File: src/rtl/eight_bit_div.sv
// ============================================================================
// Module  : eight_bit_div
// Purpose : Sequential unsigned 8-bit restoring divider, one quotient bit per
//           cycle. Companion to the eight_bit_mul compressor multiplier.
// Revision: 1.0 - initial release
// ============================================================================
`default_nettype none

module eight_bit_div (
  input  logic       clk,
  input  logic       rst,
  input  logic       start,
  input  logic [7:0] dividend,
  input  logic [7:0] divisor,
  output logic [7:0] quotient,
  output logic [7:0] remainder,
  output logic       busy,
  output logic       done,
  output logic       div_by_zero
);

  typedef enum logic [1:0] {
    S_IDLE = 2'd0,
    S_CALC = 2'd1,
    S_DONE = 2'd2
  } state_t;

  state_t     r_state;
  logic [7:0] r_q;
  logic [8:0] r_rem;
  logic [7:0] r_dvsr;
  logic [2:0] r_cnt;

  logic [8:0] w_shift;
  logic [8:0] w_diff;
  logic       w_ge;
  logic [8:0] w_rem_next;
  logic [7:0] w_q_next;

  // One restoring step: bring in the next dividend bit, try to subtract.
  assign w_shift    = {r_rem[7:0], r_q[7]};
  assign w_ge       = (w_shift >= {1'b0, r_dvsr});
  assign w_diff     = w_shift - {1'b0, r_dvsr};
  assign w_rem_next = w_ge ? w_diff : w_shift;
  assign w_q_next   = {r_q[6:0], w_ge};

  always_ff @(posedge clk) begin
    if (rst) begin
      r_state     <= S_IDLE;
      r_q         <= 8'd0;
      r_rem       <= 9'd0;
      r_dvsr      <= 8'd0;
      r_cnt       <= 3'd0;
      quotient    <= 8'd0;
      remainder   <= 8'd0;
      busy        <= 1'b0;
      done        <= 1'b0;
      div_by_zero <= 1'b0;
    end else begin
      case (r_state)
        S_IDLE, S_DONE: begin
          done <= 1'b0;
          if (start) begin
            if (divisor == 8'd0) begin
              quotient    <= 8'hFF;
              remainder   <= dividend;
              div_by_zero <= 1'b1;
              done        <= 1'b1;
              r_state     <= S_DONE;
            end else begin
              r_q     <= dividend;
              r_dvsr  <= divisor;
              r_rem   <= 9'd0;
              r_cnt   <= 3'd0;
              busy    <= 1'b1;
              r_state <= S_CALC;
            end
          end else begin
            r_state <= S_IDLE;
          end
        end
        S_CALC: begin
          r_q   <= w_q_next;
          r_rem <= w_rem_next;
          r_cnt <= r_cnt + 3'd1;
          if (r_cnt == 3'd7) begin
            quotient    <= w_q_next;
            remainder   <= w_rem_next[7:0];
            div_by_zero <= 1'b0;
            busy        <= 1'b0;
            done        <= 1'b1;
            r_state     <= S_DONE;
          end
        end
        default: begin
          r_state <= S_IDLE;
          busy    <= 1'b0;
          done    <= 1'b0;
        end
      endcase
    end
  end

endmodule

`default_nettype wire
File: config.mk
export PLATFORM = sky130hd
export DESIGN_NAME = eight_bit_div
export DESIGN_NICKNAME = d
export VERILOG_FILES = /design/src/rtl/eight_bit_div.sv
export SDC_FILE = /design/constraint.sdc
export NUM_CORES = 1
export LEC_CHECK = 0
export BUFFER_PORTS_ARGS = -buffer_cell sky130_fd_sc_hd__buf_2
export CORE_MARGIN = 1
export CORE_UTILIZATION = 60
export DETAILED_ROUTE_END_ITERATION = 16
export GPL_ROUTABILITY_DRIVEN = 0
export HOLD_SLACK_MARGIN = 0.12
export PLACE_DENSITY = 0.84
export SYNTH_ARGS = -nofsm -noshare
export SYNTH_HDL_FRONTEND = slang
export SYNTH_SLANG_ARGS = --single-unit
File: constraint.sdc
create_clock -name clk -period 6.4 [get_ports clk]
set_clock_uncertainty 0.15 [all_clocks]
set_input_delay 1.92 -clock clk [delete_from_list [all_inputs] [get_ports clk]]
set_output_delay 1.92 -clock clk [all_outputs]
set_load 0.02 [all_outputs]
==> results.ini <==
[status]
status = finished, final reports clean

[power_and_ir_drop]
power-per-cell-area_nw_per_um2 = 270
switching_share_pct = 29.8
p_clk_share_pct = 32.8
power.switching_w = 0.000211
peakVddDrop_mv = 0.158
power_frac_comb_pct = 22.3
leakage_nw = 1.12
seqPwrFrac_pct = 45.0
p_int_w = 0.000498

[global_route]
grt_max_degree = 51
grt_overflow = 0
grt_pass1_vias = 1985
grt_usage_pct = 28.3
grt_antenna_before_repair = 0
grt_pass1_wl_um = 9070

[clock_tree]
cts-resized-gates = 0
clk_pin_slew_ps = 80
root_buffer = clkbuf_8
cts.sinks = 47
tritoncts = done
h-tree-depth = 2
cts_setup_buffers = 0
cts_hold_buffers = 0
cts_buffer_depth = 2
numCtsBuffers = 5
clock_latency_ps = 310

[worst_hold_path]
min-delay-path-class = reg2reg

[yosys]
yosys.area.top_type_share_pct = 40.4
synth_top_family_by_area = simple AND/OR/NAND/NOR gates
synth_mux_area_share_pct = 0.859
yosys-top-cells-area = dfxtp_1 (40%), nand2_1 (6.8%), nor2_1 (5.6%)
synth_xor_area_share_pct = 1.50
postSynthCellCount = 287
ys.flop_type = dfxtp_1
yosysSeqAreaShare_pct = 40.4
yosys_register_bits = 47
synth_edf_count = 0
yosys_warnings = 0
synth_compound_area_share_pct = 21.1
syn-num-nets = 317
yosysMostFrequentCell = dfxtp_1
yosys.area_share.simple_pct = 24.5
synth_commonest_cells = dfxtp_1 (47), nand2_1 (42), nor2_1 (35)
synth_top_area_cell = dfxtp_1
synthAdderAreaFrac_pct = 6.23
ys_types = 40
netlist_area_sq_um = 2330
synth.avg_cell_area_sq_um = 8.12
async_flop_share_pct = 0

[die]
fp.dieH_um = 64.3
die_area_sq_um = 4140
io-pin-count = 38
fp-row-count = 22
core_sq_um = 3690
die_w_um = 64.3
start_util_pct = 63.2

[detailed_routing]
ant_nets = 0
highest_layer = met4
first_iter_violations = 168
met3WireLength_um = 215
wl_um = 5280
met1_length_um = 2440
dr.pass1.iters = 5
vias = 2120
routedWlPerCell_um = 14.6
route.met2.wl_um = 2550
avgViaCountPerCell = 5.84
drc = 0

[setup_path]
cp-endpoint = r_rem[6]$_SDFFE_PP0P_
r2r_cells = 8
crit_arrival_ps = 3720
path_class = in2reg
crit_chain = buf_2 -> nor4_1 -> nand2_1 -> nand2_1 -> a21oi_1 -> a311oi_1
cp-end-kind = flip-flop
ff2ff_setup_slack_ps = 3680
critPathMaxFanout = 24
cpMaxStageDelayCell = nand2_1
cp_num_cells = 6
worstReg2RegStart = r_dvsr[6]$_SDFFE_PP0P_
path_delay_family = simple AND/OR/NAND/NOR gates
cp.required_ps = 6460
critPathBufInv = 1
worstSetupStartpoint = divisor[7]
start_kind = input pin
worstReg2RegEnd = remainder[3]$_SDFFE_PP0P_
crit_top_cell = nand2_1
slowest_delay_ps = 640

[finish]
area_delta_synth_final_pct = 12.6
num-fill-cells = 323
antennaDiodeCount = 0
multiInputGateArea_sq_um = 1260
drive_above_1_share_pct = 16.2
post-route-util_pct = 71.1
regArea_sq_um = 941
final_nets = 344

[timing]
clock.fmax_mhz = 273
fin_crit_sh_pct = 57.2
worst_pin_slew_ps = 890
slew_headroom_pct = 40.7
rsz0062_at_grt = no
setup_viol = 0
slew_viol_final = 0
period_minus_slack_ps = 3660
hold_violations = 0
final.setup.tns_ps = 0

[flow_run]
cap_violations = 0

[placement]
hpwl_um = 3830
port_buffers = 37

==> sequential cells by signal (all words and copies together), names as in the netlist <==
| signal | flops |
|---|---|
| remainder | 8 |
| busy | 1 |
| r_q | 8 |
| quotient | 8 |
| done | 1 |
| r_state | 1 |
| div_by_zero | 1 |
| r_rem | 8 |
| r_dvsr | 8 |
| r_cnt | 3 |
==> metrics by stage <==
stage                     std cells  setup slack (ps)  instance area [sq um]  power, W  hold WS (ps)
after floorplan                 287              3040                   2330  0.000451           286
after detailed placement        355              2440                   2500  0.000482           301
final                           363              2740                   2620  0.000709           310
after CTS                       363              2740                   2620  0.000711           313
after global placement          355              2520                   2500  0.000478           294
after global routing            363              2460                   2620  0.000745           326
==> tightest hold or removal path: stages (launching register included) <==
cell     delay, ps
dfxtp_1        320
nand2_1         50
a21oi_1         50
==> how the worst min path moves through the flow <==
stage	start	to	slack [ps]	cells after the start
2_1_floorplan	r_dvsr[3]$_SDFFE_PP0P_	r_dvsr[3]$_SDFFE_PP0P_	290	2
3_3_place_gp	r_dvsr[3]$_SDFFE_PP0P_	r_dvsr[3]$_SDFFE_PP0P_	290	2
3_5_place_dp	r_dvsr[3]$_SDFFE_PP0P_	r_dvsr[3]$_SDFFE_PP0P_	300	2
4_1_cts	r_dvsr[3]$_SDFFE_PP0P_	r_dvsr[3]$_SDFFE_PP0P_	310	2
5_1_grt	r_dvsr[3]$_SDFFE_PP0P_	r_dvsr[3]$_SDFFE_PP0P_	330	2
6_report	r_dvsr[3]$_SDFFE_PP0P_	r_dvsr[3]$_SDFFE_PP0P_	310	2
==> metal layers <==
metal  up-vias  global-route usage (%)
met2        47                    45.4
met5         -                       0
met3         8                    4.29
met1      1005                    38.7
li1       1060                       -
met4         0                    9.17
==> power by group through the flow <==
stage / combinational [W] / clock, W / sequential (W)
floorplan: 0.000129 / 0 / 0.000323
finish: 0.000158 / 0.000233 / 0.000319
CTS: 0.000157 / 0.000236 / 0.000319
global route: 0.000176 / 0.000248 / 0.000321
detailed placement: 0.000156 / 0 / 0.000325
global placement: 0.000153 / 0 / 0.000325
==> cells by family after synthesis <==
logic type | after synthesis
DFF | 47
adders and majority gates | 11
AOI/OAI and AO/OA | 68
muxes | 2
xor gates and xnor gates | 4
and+or+nand+nor | 125
buffers and inverters | 30
==> cells in the final DEF (no fill, tap or decap), types with 3 or more instances in the layout <==
cell type  instances
clkbuf_8           6
a21o_1             3
o21ai_0            7
and2_1             5
inv_1             12
nand2_1           42
a211oi_1           4
a311oi_1          13
nor2b_1            3
buf_2             37
ha_1              10
nand3_1            5
a22oi_1            3
nor2_1            35
nand3b_1           3
a21oi_1           25
nor3_1            18
nand2b_1           6
dfxtp_1           47
o41ai_2            3
==> area by class of cell <==
type / instances / share of cell area, %
clock buffers: 6 / 3.15
clock inverters: 2 / 1.48
inverters: 12 / 1.72
multi-input cells: 210 / 48.2
flip-flops and latches: 47 / 35.9
well taps: 48 / 2.29
repair buffers: 38 / 7.34
Note: power is estimated with default switching activity, not from simulation.
